$ cat src/rtl/mips_defs.sv
`default_nettype none
// ============================================================================
//  Package     : mips_defs
//  Description : Opcode/funct constants, register conventions and small
//                decode helpers shared by the MIPS decode stage.
//  Revision    : 1.0 - initial release
// ============================================================================
package mips_defs;

    localparam int OPCODE_WIDTH = 6;
    localparam int FUNCT_WIDTH  = 6;

    // Primary opcodes (instr[31:26])
    localparam logic [OPCODE_WIDTH-1:0] OP_RTYPE = 6'h00;
    localparam logic [OPCODE_WIDTH-1:0] OP_J     = 6'h02;
    localparam logic [OPCODE_WIDTH-1:0] OP_JAL   = 6'h03;
    localparam logic [OPCODE_WIDTH-1:0] OP_BEQ   = 6'h04;
    localparam logic [OPCODE_WIDTH-1:0] OP_BNE   = 6'h05;
    localparam logic [OPCODE_WIDTH-1:0] OP_ADDI  = 6'h08;
    localparam logic [OPCODE_WIDTH-1:0] OP_ADDIU = 6'h09;
    localparam logic [OPCODE_WIDTH-1:0] OP_SLTI  = 6'h0A;
    localparam logic [OPCODE_WIDTH-1:0] OP_ANDI  = 6'h0C;
    localparam logic [OPCODE_WIDTH-1:0] OP_ORI   = 6'h0D;
    localparam logic [OPCODE_WIDTH-1:0] OP_XORI  = 6'h0E;
    localparam logic [OPCODE_WIDTH-1:0] OP_LUI   = 6'h0F;
    localparam logic [OPCODE_WIDTH-1:0] OP_LW    = 6'h23;
    localparam logic [OPCODE_WIDTH-1:0] OP_SW    = 6'h2B;

    // R-type function codes (instr[5:0])
    localparam logic [FUNCT_WIDTH-1:0]  FUNCT_JR = 6'h08;

    // Link register written by JAL
    localparam logic [4:0]              REG_RA   = 5'd31;

    // How the raw 16-bit immediate is widened
    typedef enum logic [1:0] {
        IMM_SIGN  = 2'd0,
        IMM_ZERO  = 2'd1,
        IMM_UPPER = 2'd2
    } imm_kind_e;

    // Logical immediates zero-extend, LUI shifts into the upper half,
    // everything else (arithmetic, memory offsets, branches) sign-extends.
    function automatic imm_kind_e imm_kind(input logic [OPCODE_WIDTH-1:0] opcode);
        imm_kind_e kind;
        case (opcode)
            OP_ANDI, OP_ORI, OP_XORI: kind = IMM_ZERO;
            OP_LUI:                   kind = IMM_UPPER;
            default:                  kind = IMM_SIGN;
        endcase
        return kind;
    endfunction

    // Instructions whose rt field is a source operand (not a destination).
    function automatic logic reads_rt(input logic [OPCODE_WIDTH-1:0] opcode);
        return (opcode == OP_RTYPE) || (opcode == OP_SW) ||
               (opcode == OP_BEQ)   || (opcode == OP_BNE);
    endfunction

endpackage : mips_defs
`default_nettype wire

$ cat src/rtl/regfile_2r1w.sv
`default_nettype none
// ============================================================================
//  Module      : regfile_2r1w
//  Description : General-purpose register file, two asynchronous read ports
//                and one synchronous write port. $0 is hard-wired to zero and
//                a write in flight is forwarded to a matching read port.
//  Revision    : 1.0 - initial release
//
//  Ports
//    clk_i       in   1        clock, rising edge
//    rst_ni      in   1        asynchronous reset, active-low (clears storage)
//    we_i        in   1        write enable
//    waddr_i     in   AWIDTH   write address
//    wdata_i     in   DWIDTH   write data
//    raddr_a_i   in   AWIDTH   read port A address
//    raddr_b_i   in   AWIDTH   read port B address
//    rdata_a_o   out  DWIDTH   read port A data
//    rdata_b_o   out  DWIDTH   read port B data
// ============================================================================
module regfile_2r1w #(
    parameter int AWIDTH   = 5,
    parameter int DWIDTH   = 32,
    parameter int NUM_REGS = 2**AWIDTH
) (
    input  logic              clk_i,
    input  logic              rst_ni,
    input  logic              we_i,
    input  logic [AWIDTH-1:0] waddr_i,
    input  logic [DWIDTH-1:0] wdata_i,
    input  logic [AWIDTH-1:0] raddr_a_i,
    input  logic [AWIDTH-1:0] raddr_b_i,
    output logic [DWIDTH-1:0] rdata_a_o,
    output logic [DWIDTH-1:0] rdata_b_o
);

    logic [DWIDTH-1:0] mem_q [0:NUM_REGS-1];
    logic              w_wr_valid;

    // Writes to $0 are dropped so the entry stays zero.
    assign w_wr_valid = we_i && (waddr_i != '0);

    always_ff @(posedge clk_i or negedge rst_ni) begin
        if (!rst_ni) begin
            for (int i = 0; i < NUM_REGS; i++) begin
                mem_q[i] <= '0;
            end
        end else if (w_wr_valid) begin
            mem_q[waddr_i] <= wdata_i;
        end
    end

    // $0 rule first, then write-through, then stored value.
    assign rdata_a_o = (raddr_a_i == '0)                     ? '0      :
                       (w_wr_valid && waddr_i == raddr_a_i)  ? wdata_i :
                                                               mem_q[raddr_a_i];

    assign rdata_b_o = (raddr_b_i == '0)                     ? '0      :
                       (w_wr_valid && waddr_i == raddr_b_i)  ? wdata_i :
                                                               mem_q[raddr_b_i];

endmodule : regfile_2r1w
`default_nettype wire

$ cat src/rtl/decode_pipe.sv
`default_nettype none
// ============================================================================
//  Module      : decode_pipe
//  Description : MIPS decode stage. One registered stage between fetch and
//                execute: field split, destination resolution, immediate
//                extension, operand read, load-use bubble, stall and flush.
//  Revision    : 1.0 - initial release
//
//  Ports
//    d_clk        in   1        clock, rising edge
//    d_rst        in   1        asynchronous reset, active-low
//    d_i_ce       in   1        instruction valid from fetch
//    d_i_instr    in   IWIDTH   instruction word
//    d_i_stall    in   1        downstream stall, hold all outputs
//    d_i_flush    in   1        kill the instruction being decoded
//    d_i_wb_en    in   1        register-file write enable
//    d_i_wb_addr  in   AWIDTH   writeback address
//    d_i_wb_data  in   DWIDTH   writeback data
//    d_o_ready    out  1        fetch may advance (combinational)
//    d_o_ce       out  1        output bundle valid
//    d_o_opcode   out  6        instr[31:26]
//    d_o_funct    out  6        instr[5:0]
//    d_o_shamt    out  5        instr[10:6]
//    d_o_addr_rs  out  AWIDTH   instr[25:21]
//    d_o_addr_rt  out  AWIDTH   instr[20:16]
//    d_o_addr_rd  out  AWIDTH   resolved destination register
//    d_o_data_rs  out  DWIDTH   rs operand
//    d_o_data_rt  out  DWIDTH   rt operand
//    d_o_imm      out  DWIDTH   extended immediate
//    d_o_wr_reg   out  1        instruction writes a register
//    d_o_mem_rd   out  1        instruction is a load (LW)
// ============================================================================
module decode_pipe
    import mips_defs::*;
#(
    parameter int AWIDTH    = 5,
    parameter int DWIDTH    = 32,
    parameter int IWIDTH    = 32,
    parameter int IMM_WIDTH = 16,
    parameter int NUM_REGS  = 2**AWIDTH
) (
    input  logic                    d_clk,
    input  logic                    d_rst,
    input  logic                    d_i_ce,
    input  logic [IWIDTH-1:0]       d_i_instr,
    input  logic                    d_i_stall,
    input  logic                    d_i_flush,
    input  logic                    d_i_wb_en,
    input  logic [AWIDTH-1:0]       d_i_wb_addr,
    input  logic [DWIDTH-1:0]       d_i_wb_data,
    output logic                    d_o_ready,
    output logic                    d_o_ce,
    output logic [OPCODE_WIDTH-1:0] d_o_opcode,
    output logic [FUNCT_WIDTH-1:0]  d_o_funct,
    output logic [4:0]              d_o_shamt,
    output logic [AWIDTH-1:0]       d_o_addr_rs,
    output logic [AWIDTH-1:0]       d_o_addr_rt,
    output logic [AWIDTH-1:0]       d_o_addr_rd,
    output logic [DWIDTH-1:0]       d_o_data_rs,
    output logic [DWIDTH-1:0]       d_o_data_rt,
    output logic [DWIDTH-1:0]       d_o_imm,
    output logic                    d_o_wr_reg,
    output logic                    d_o_mem_rd
);

    // ------------------------------------------------------------------
    // Field split
    // ------------------------------------------------------------------
    logic [OPCODE_WIDTH-1:0] w_opcode;
    logic [FUNCT_WIDTH-1:0]  w_funct;
    logic [4:0]              w_shamt;
    logic [AWIDTH-1:0]       w_rs;
    logic [AWIDTH-1:0]       w_rt;
    logic [AWIDTH-1:0]       w_rd_field;
    logic [IMM_WIDTH-1:0]    w_imm_raw;

    assign w_opcode   = d_i_instr[31:26];
    assign w_rs       = d_i_instr[25:21];
    assign w_rt       = d_i_instr[20:16];
    assign w_rd_field = d_i_instr[15:11];
    assign w_shamt    = d_i_instr[10:6];
    assign w_funct    = d_i_instr[5:0];
    assign w_imm_raw  = d_i_instr[IMM_WIDTH-1:0];

    // ------------------------------------------------------------------
    // Destination, write-enable and immediate decode
    // ------------------------------------------------------------------
    logic [AWIDTH-1:0] w_dest;
    logic              w_wr_reg;
    logic [DWIDTH-1:0] w_imm_ext;

    always_comb begin
        w_dest = w_rt;
        if (w_opcode == OP_RTYPE) begin
            w_dest = w_rd_field;
        end else if (w_opcode == OP_JAL) begin
            w_dest = AWIDTH'(REG_RA);
        end
    end

    always_comb begin
        w_wr_reg = 1'b0;
        case (w_opcode)
            OP_RTYPE:                          w_wr_reg = (w_funct != FUNCT_JR);
            OP_ADDI, OP_ADDIU, OP_SLTI,
            OP_ANDI, OP_ORI,   OP_XORI,
            OP_LUI,  OP_LW,    OP_JAL:         w_wr_reg = 1'b1;
            OP_SW,   OP_BEQ,   OP_BNE, OP_J:   w_wr_reg = 1'b0;
            default:                           w_wr_reg = 1'b0;
        endcase
    end

    always_comb begin
        w_imm_ext = {{(DWIDTH-IMM_WIDTH){w_imm_raw[IMM_WIDTH-1]}}, w_imm_raw};
        case (imm_kind(w_opcode))
            IMM_ZERO:  w_imm_ext = {{(DWIDTH-IMM_WIDTH){1'b0}}, w_imm_raw};
            IMM_UPPER: w_imm_ext = {w_imm_raw, {(DWIDTH-IMM_WIDTH){1'b0}}};
            default:   w_imm_ext = {{(DWIDTH-IMM_WIDTH){w_imm_raw[IMM_WIDTH-1]}}, w_imm_raw};
        endcase
    end

    // ------------------------------------------------------------------
    // Register file
    // ------------------------------------------------------------------
    logic [DWIDTH-1:0] w_rf_rs;
    logic [DWIDTH-1:0] w_rf_rt;

    regfile_2r1w #(
        .AWIDTH   (AWIDTH),
        .DWIDTH   (DWIDTH),
        .NUM_REGS (NUM_REGS)
    ) u_regfile (
        .clk_i     (d_clk),
        .rst_ni    (d_rst),
        .we_i      (d_i_wb_en),
        .waddr_i   (d_i_wb_addr),
        .wdata_i   (d_i_wb_data),
        .raddr_a_i (w_rs),
        .raddr_b_i (w_rt),
        .rdata_a_o (w_rf_rs),
        .rdata_b_o (w_rf_rt)
    );

    // ------------------------------------------------------------------
    // Output stage registers
    // ------------------------------------------------------------------
    logic                    ce_q,      ce_d;
    logic [OPCODE_WIDTH-1:0] opcode_q,  opcode_d;
    logic [FUNCT_WIDTH-1:0]  funct_q,   funct_d;
    logic [4:0]              shamt_q,   shamt_d;
    logic [AWIDTH-1:0]       rs_q,      rs_d;
    logic [AWIDTH-1:0]       rt_q,      rt_d;
    logic [AWIDTH-1:0]       rd_q,      rd_d;
    logic [DWIDTH-1:0]       data_rs_q, data_rs_d;
    logic [DWIDTH-1:0]       data_rt_q, data_rt_d;
    logic [DWIDTH-1:0]       imm_q,     imm_d;
    logic                    wr_reg_q,  wr_reg_d;
    logic                    mem_rd_q,  mem_rd_d;

    // ------------------------------------------------------------------
    // Load-use hazard: the load sitting in the output stage has not yet
    // produced its data, so an instruction that sources its destination
    // must wait one cycle. A load to $0 never creates a dependency.
    // ------------------------------------------------------------------
    logic w_src_match;
    logic w_hazard;
    logic w_kill;
    logic w_load;

    assign w_src_match = (rd_q == w_rs) || (reads_rt(w_opcode) && (rd_q == w_rt));
    assign w_hazard    = ce_q && mem_rd_q && (rd_q != '0) && d_i_ce && w_src_match;

    assign d_o_ready   = !d_i_stall && !w_hazard;

    // Flush wins over everything; a hazard only inserts a bubble when the
    // stage is free to move.
    assign w_kill = d_i_flush || (!d_i_stall && w_hazard);
    assign w_load = !d_i_flush && !d_i_stall && !w_hazard;

    always_comb begin
        ce_d      = ce_q;
        opcode_d  = opcode_q;
        funct_d   = funct_q;
        shamt_d   = shamt_q;
        rs_d      = rs_q;
        rt_d      = rt_q;
        rd_d      = rd_q;
        data_rs_d = data_rs_q;
        data_rt_d = data_rt_q;
        imm_d     = imm_q;
        wr_reg_d  = wr_reg_q;
        mem_rd_d  = mem_rd_q;

        if (w_kill) begin
            ce_d      = 1'b0;
            opcode_d  = '0;
            funct_d   = '0;
            shamt_d   = '0;
            rs_d      = '0;
            rt_d      = '0;
            rd_d      = '0;
            data_rs_d = '0;
            data_rt_d = '0;
            imm_d     = '0;
            wr_reg_d  = 1'b0;
            mem_rd_d  = 1'b0;
        end else if (w_load) begin
            ce_d      = d_i_ce;
            opcode_d  = w_opcode;
            funct_d   = w_funct;
            shamt_d   = w_shamt;
            rs_d      = w_rs;
            rt_d      = w_rt;
            rd_d      = w_dest;
            data_rs_d = w_rf_rs;
            data_rt_d = w_rf_rt;
            imm_d     = w_imm_ext;
            wr_reg_d  = w_wr_reg;
            mem_rd_d  = (w_opcode == OP_LW);
        end
    end

    always_ff @(posedge d_clk or negedge d_rst) begin
        if (!d_rst) begin
            ce_q      <= 1'b0;
            opcode_q  <= '0;
            funct_q   <= '0;
            shamt_q   <= '0;
            rs_q      <= '0;
            rt_q      <= '0;
            rd_q      <= '0;
            data_rs_q <= '0;
            data_rt_q <= '0;
            imm_q     <= '0;
            wr_reg_q  <= 1'b0;
            mem_rd_q  <= 1'b0;
        end else begin
            ce_q      <= ce_d;
            opcode_q  <= opcode_d;
            funct_q   <= funct_d;
            shamt_q   <= shamt_d;
            rs_q      <= rs_d;
            rt_q      <= rt_d;
            rd_q      <= rd_d;
            data_rs_q <= data_rs_d;
            data_rt_q <= data_rt_d;
            imm_q     <= imm_d;
            wr_reg_q  <= wr_reg_d;
            mem_rd_q  <= mem_rd_d;
        end
    end

    assign d_o_ce      = ce_q;
    assign d_o_opcode  = opcode_q;
    assign d_o_funct   = funct_q;
    assign d_o_shamt   = shamt_q;
    assign d_o_addr_rs = rs_q;
    assign d_o_addr_rt = rt_q;
    assign d_o_addr_rd = rd_q;
    assign d_o_data_rs = data_rs_q;
    assign d_o_data_rt = data_rt_q;
    assign d_o_imm     = imm_q;
    assign d_o_wr_reg  = wr_reg_q;
    assign d_o_mem_rd  = mem_rd_q;

endmodule : decode_pipe
`default_nettype wire

$ cat config.mk
export PLATFORM = sky130hd
export DESIGN_NAME = decode_pipe
export DESIGN_NICKNAME = d
export VERILOG_FILES = /design/src/rtl/mips_defs.sv /design/src/rtl/regfile_2r1w.sv /design/src/rtl/decode_pipe.sv
export SDC_FILE = /design/constraint.sdc
export NUM_CORES = 2
export LEC_CHECK = 0
export BUFFER_PORTS_ARGS = -buffer_cell sky130_fd_sc_hd__buf_4
export CAP_MARGIN = 20
export CORE_MARGIN = 2
export CORE_UTILIZATION = 60
export CTS_BUF_LIST = sky130_fd_sc_hd__clkbuf_8
export CTS_CLUSTER_DIAMETER = 200
export DETAILED_ROUTE_END_ITERATION = 10
export GPL_TIMING_DRIVEN = 0
export PLACE_DENSITY = 0.86
export SETUP_SLACK_MARGIN = 0.4
export SYNTH_ARGS = -nofsm -noshare
export SYNTH_HDL_FRONTEND = slang
export SYNTH_SLANG_ARGS = --single-unit
$ cat constraint.sdc
create_clock -name d_clk -period 4.87 [get_ports d_clk]
set_input_delay 0.487 -clock d_clk [delete_from_list [all_inputs] [get_ports d_clk]]
set_output_delay 0.487 -clock d_clk [all_outputs]
set_load 0.01 [all_outputs]
# ---- Word level (Yosys, flattened, before mapping)
# Cells that the tools add are included.
dict set report word_totals {
  regBits 1155
  latch_bits 0
  ramBits 0
  rom_bits 0
  in_bits 75
  out_inout_bits 132
  elab_cells 141
  mem_count 0
}
dict set report classes {
  addsub 0
  n_mul 0
  div_mod_pow 0
  order_cmp 4
  eq_ne 19
  n_shift 0
  muxes 42
  bitwise_logic 3
  reduce_logical 29
}
# operator n
set ops {}
lappend ops {{$bwmux 1024} 1}
lappend ops {{$mux 32} 15}
lappend ops {{$bmux 32 s5} 2}
lappend ops {{$demux 32 s5} 1}
lappend ops {{$pmux 32 s2} 1}
lappend ops {{$mux 5} 10}
lappend ops {{$eq 6x4->1 const B} 7}
lappend ops {{$mux 6} 4}
lappend ops {{$eq 5x5->1} 4}
lappend ops {{$ge 6x6->1 const B} 3}
lappend ops {{$not 5->6} 3}
lappend ops {{$logic_and 1x1->1} 13}
lappend ops {{$eq 6x3->1 const B} 2}
lappend ops {{$eq 6x6->1 const B} 2}
lappend ops {{$logic_not 5->1} 2}
lappend ops {{$reduce_bool 5->1} 2}
lappend ops {{$reduce_or 9->1} 1}
lappend ops {{$eq 6x2->1 const B} 1}
lappend ops {{$logic_not 6->1} 1}
lappend ops {{$lt 6x1->1 const B} 1}
lappend ops {{$mux 1} 6}
lappend ops {{$ne 6x4->1 const B} 1}
lappend ops {{$logic_or 1x1->1} 5}
lappend ops {{$pmux 2 s2} 1}
lappend ops {{other kinds (6)} 8}

# ---- Depth between registers and ports, before layout
dict set report logic_depth {
  depth_word 11
  mapped_depth 9
  depth_no_buf 8
}

# ---- By module
# From an unflattened synthesis, not the netlist that was laid out.
dict set report unflattened {
  hier_cells 4132
  hier_area_um2 59907.5
}
# module instances cells_each area_per_inst_um2 seq_area_each_um2
set modules_own_cells {}
lappend modules_own_cells {regfile_2r1w 1 3741 54830.1 25624.6}
lappend modules_own_cells {decode_pipe 1 391 5077.4 3278.1}

# ---- Least setup slack after synthesis
# No wires, ideal clock.
dict set report synth_timing {
  path_kind {input to register}
  from {input d_i_instr[29]}
  to {register data_rs_q[10], in the netlist d_o_data_rs[10]}
  setup_time_ns 0.126
  arrival_time_ns 2.518
  t_required_ns 4.744
  path_slack_ns 2.226
  path_stages 6
  path_buffers 2
  cell_sequence {clkbuf_1 or4_1 a2111oi_4 nor4_2 clkbuf_1 a221o_1}
}
dict set report synth_between {
  elab_chain_len 10
  elab_cells_between_ends 16
  classes_between {3 x eq/ne; 1 x mux; 12 x reduce/logical}
}
# item line
set synth_rtl {}
lappend synth_rtl {{start, declared} decode_pipe.sv:45} ;# input logic [IWIDTH-1:0] d_i_instr,
lappend synth_rtl {{$eq 6x6->1 or $logic_not 6->1 (tied branches)} mips_defs.sv:56} ;# return (opcode == OP_RTYPE) || (opcode == OP_SW) ||
lappend synth_rtl {{$logic_or 1x1->1 (2 in a row)} mips_defs.sv:56}
lappend synth_rtl {{$logic_or 1x1->1 *} mips_defs.sv:57} ;# (opcode == OP_BEQ) || (opcode == OP_BNE);
lappend synth_rtl {{$logic_and 1x1->1 *} decode_pipe.sv:170} ;# assign w_src_match = (rd_q == w_rs) || (reads_rt(w_opcode) && (rd_q == w_rt));
lappend synth_rtl {{$logic_or 1x1->1 *} decode_pipe.sv:170}
lappend synth_rtl {{$logic_and 1x1->1 *} decode_pipe.sv:171} ;# assign w_hazard = ce_q && mem_rd_q && (rd_q != '0) && d_i_ce && w_src_match;
lappend synth_rtl {{$logic_and 1x1->1 or $logic_not 1->1 (tied branches)} {decode_pipe.sv:177, decode_pipe.sv:178}}
lappend synth_rtl {{$logic_or 1x1->1 or $logic_and 1x1->1 (tied branches)} {decode_pipe.sv:177, decode_pipe.sv:178}}
lappend synth_rtl {{$mux 32 or $reduce_bool 2->1 (tied branches)} --}
lappend synth_rtl {{end signal, assigned} decode_pipe.sv:245} ;# data_rs_q <= data_rs_d;
lappend synth_rtl {{end, declared} decode_pipe.sv:154} ;# logic [DWIDTH-1:0] data_rs_q, data_rs_d;
# Every way passes the cells marked *; elsewhere a longest branch is shown, timed or not.
# A chain may end at the register's enable or synchronous reset.

# ---- Worst setup path in the final report
dict set report layout_timing {
  from {input d_i_instr[18]}
  to {register data_rt_q[31], in the netlist d_o_data_rt[31]}
}
dict set report layout_between {
  elab_chain_len 8
  elab_cells_between_ends 20
  classes_between {2 x eq/ne; 7 x mux; 1 x bitwise; 10 x reduce/logical}
}
# item line
set layout_rtl {}
lappend layout_rtl {{$not 5->6 (not written as such)} regfile_2r1w.sv:59} ;# mem_q[raddr_b_i];
lappend layout_rtl {{$bmux 32 s5} regfile_2r1w.sv:59}
lappend layout_rtl {{$mux 32 (not written as such) (2 in a row)} regfile_2r1w.sv:59}
lappend layout_rtl {{$mux 32} regfile_2r1w.sv:58} ;# (w_wr_valid && waddr_i == raddr_b_i) ? wdata_i :
lappend layout_rtl {{$mux 32} regfile_2r1w.sv:57} ;# assign rdata_b_o = (raddr_b_i == '0) ? '0 :
lappend layout_rtl {{$mux 32} decode_pipe.sv:207} ;# end else if (w_load) begin
lappend layout_rtl {{$mux 32} decode_pipe.sv:194} ;# if (w_kill) begin
lappend layout_rtl {{end signal, assigned} decode_pipe.sv:246} ;# data_rt_q <= data_rt_d;
lappend layout_rtl {{end, declared} decode_pipe.sv:155} ;# logic [DWIDTH-1:0] data_rt_q, data_rt_d;
# Parallel ways exist; a longest one is shown, timed or not. The select of a mux whose other input is x is not followed.

==> flow_metrics.env <==
export IMPL_status="completed"
export IMPL_min_path_type="in2reg"
export IMPL_ant_nets=0
export IMPL_whs_ns=0.0782
export IMPL_drtIter0Drc=6678
export IMPL_ys_ff_latch=1155
export IMPL_ys_types=41
export IMPL_cp_required_ns=5.69
export IMPL_synth_async_sr_flop_share=1.00
export IMPL_track_usage=0.403
export IMPL_cts_clk_slew_worst_paths_ns=0.06
export IMPL_synth_cells=3803
export IMPL_largest_reg_flops=1024
export IMPL_ios=207
export IMPL_hold_viol=0
export IMPL_io_buffers=198
export IMPL_slowest_delay_ns=1.14
export IMPL_drt_wl_total_um=198000
export IMPL_post_dp_hpwl_um=133000
export IMPL_critPathBufInv=3
export IMPL_worstMarginPinSlew_ns=1.33
export IMPL_postCtsSetupBuffers=0
export IMPL_slew_viol_final=0
export IMPL_drive_gt1_frac=0.472
export IMPL_p_sw_frac=0.289
export IMPL_die_area_um2=99200
export IMPL_critical_path_depth=7
export IMPL_cts_root_buf="clkbuf_8"
export IMPL_areaGrowthSynthToFinish_pct=14.3
export IMPL_cp_arrival_ns=4.69
export IMPL_r2r_slack_ns=1.16
export IMPL_rr_worst_depth=6
export IMPL_clockBufferDepth=3
export IMPL_postCtsHoldBufs=56
export IMPL_p_leak_nw=29.0
export IMPL_synth_edff_count=0
export IMPL_clk_latency_ns=0.91
export IMPL_yosys_warnings=0
export IMPL_cp_slowest_cell="nor4_1"
export IMPL_synthesis_area_um2=58000
export IMPL_wl_per_cell_um=34.7
export IMPL_maxCapViolCount=0
export IMPL_vias_per_cell=7.47
export IMPL_drc_errors=0
export IMPL_timing_rr_start="d_o_addr_rd[0]"
export IMPL_cts_tree="done"
export IMPL_fin_worst_skew_ns=0.0622
export IMPL_grt_first_pass_wirelength_um=287000
export IMPL_drtPass1Iterations=8
export IMPL_die_w_um=315
export IMPL_antenna_found_initial=6
export IMPL_avgSynthCellArea_um2=15.3
export IMPL_die_h_um=315
export IMPL_postPlaceCellArea_um2=61600
export IMPL_yosysSeqAreaShare=0.498
export IMPL_clock_fmax_mhz=258
export IMPL_cp_common_cell="clkbuf_1"
export IMPL_synthFlopType="dfrtp_1"
export IMPL_pre_cts_slack_ns=0.556
export IMPL_htreeDepth=4
export IMPL_holdPathStages=3
export IMPL_cts_resized_gates=0
export IMPL_cp_end_kind="flop"
export IMPL_worstReg2RegEnd="d_o_data_rs[16]"
export IMPL_start_util=0.603
export IMPL_fin_crit_ns=3.87
export IMPL_tns_ns=0
export IMPL_power_frac_clock=0.324
export IMPL_final_nets=4370
export IMPL_final_area_um2=66300
export IMPL_startpoint_type="primary input"
export IMPL_period_share=0.794
export IMPL_timing_slew_headroom=0.105
export IMPL_vias=42700
export IMPL_worst_setup_path_type="in2reg"
export IMPL_finalWeightedCongestion=1.01
export IMPL_hold_start="d_i_stall"
export IMPL_power_frac_comb=0.201
export IMPL_rsz0062_at_grt="false"
export IMPL_seqPwrFrac=0.475
export IMPL_p_int_mw=18.9
export IMPL_vdd_ir_drop_max_mv=0.280
export IMPL_crit_family="buffers and inverters"
export IMPL_synth_fp_nets=3880
export IMPL_core_rowCount=114
export IMPL_core_region_area_um2=96300
export IMPL_crit_fanout=10
export IMPL_p_sw_mw=7.70
export IMPL_grt_max_degree=180
export IMPL_cts_buffers=184
export IMPL_crit_chain="clkbuf_1 > clkbuf_1 > clkbuf_1 > mux4_2 > o22ai_1 > nor4_1 > a221o_1"
export IMPL_power_density_nw_per_um2=401
export IMPL_top_register="u_regfile.mem_q"
export IMPL_holdPathEnd="d_o_mem_rd"
export IMPL_grt_overflow_total=0
export IMPL_total_power_mw=26.6
export IMPL_finalSetupViolCount=0
export IMPL_cts_sinks=1155
export IMPL_first_global_vias=43900
export IMPL_setup_slack_ns=1.00
## routing by layer
metal | track usage | part of all wire | vias up
met2 | 0.579 | 0.44 | 3831
met3 | 0.173 | 0.15 | 1083
li1 | - | - | 15900
met4 | 0.275 | 0.083 | 14
met5 | 0.0179 | 0.0020 | -
met1 | 0.494 | 0.33 | 21900
## cell type report
| type | instances | area (um^2) |
|---|---|---|
| fill | 6138 | 29900 |
| tap | 1276 | 1600 |
| buffer | 443 | 1730 |
| clock buffer | 234 | 3220 |
| antenna | 7 | 17.5 |
| multi-input combinational | 2203 | 27400 |
| clock inverter | 92 | 566 |
| inverter | 2 | 7.51 |
| sequential | 1155 | 28900 |
| timing repair buffer | 304 | 2910 |
## worst max path at each step
stage,start,endpoint,slack [ns]
final,d_i_instr[18],d_o_data_rt[31],1.00
after detailed placement,d_i_instr[18],d_o_data_rt[19],0.56
after global routing,d_i_instr[18],d_o_data_rt[10],1.19
after floorplan,d_i_instr[29],d_o_data_rs[10],2.23
after global placement,d_rst,u_regfile.mem_q[100],-10.20
after CTS,d_o_addr_rd[0],d_o_data_rt[16],1.27
## layout by cell type (no fill, tap or decap), types with 6 or more instances in the layout
cell type      count
nand2_1           47
nand3b_1          10
buf_4            199
and2_1            66
nor2_1            23
diode_2            7
a22o_1            28
a32o_1            16
o21ai_0           22
a221o_1           64
dlygate4sd3_1     56
nor4_1            67
inv_1             59
clkbuf_8         234
buf_1             80
xnor2_1           17
or3_1              6
buf_8             35
nand3_1            8
mux4_2           512
o22ai_1          261
buf_16            10
clkbuf_1         307
a21oi_1           17
dfrtp_1         1155
clkinv_2          18
buf_2             56
mux2_2           992
## metrics by stage
stage	utilization	instances
global route	0.689	5711
global placement	0.635	5277
detailed placement	0.640	5304
floorplan	-	3803
CTS	0.685	5686
finish	0.689	5716
## power groups by stage
| stage | combinational [mW] | clock [mW] | sequential, mW |
|---|---|---|---|
| after floorplan | 3.72 | 0 | 12.2 |
| after global routing | 5.57 | 9.04 | 12.8 |
| after global placement | 4.88 | 0 | 12.5 |
| after detailed placement | 5.12 | 0 | 12.6 |
| final | 5.34 | 8.62 | 12.6 |
| after CTS | 5.21 | 8.56 | 12.5 |
## synth_stat cells, drive strengths merged (3+ instances only)
master  number  area [um^2]
a21oi       17         85.1
a221o       64          641
a22o        28          245
a32o        16          160
and2        66          413
buf        136          581
clkbuf     307         1150
dfrtp     1155        28900
mux2       992        11200
mux4       512        11500
nand2       47          176
nand3        8         40.0
nand3b      10         75.1
nand4        3         18.8
nor2        23         86.3
nor2b        3         18.8
nor3         4         20.0
nor3b        3         22.5
nor4        70          457
o21ai       23          115
o22ai      261         1630
or2          4         25.0
or3          6         37.5
or4          4         30.0
xnor2       17          149
xor2         4         35.0
## cell families after synthesis
logic type,Yosys count,synth area share
buf+inv,445,0.0300
compound gates,416,0.0511
mux,1504,0.391
flops,1155,0.498
simple gates,260,0.0260
xor+xnor,21,0.00317
fa+ha+maj,2,0.000431
## worst register-to-register path, cell delays in order, from the launching register on
cell and delay [ns]:
dfrtp_1 0.45, or4_1 0.55, o21ai_1 0.34, nor3_2 0.25
nor4_2 0.87, clkbuf_1 0.86, a221o_1 0.28
No activity file was read; power rests on OpenSTA's default activity.
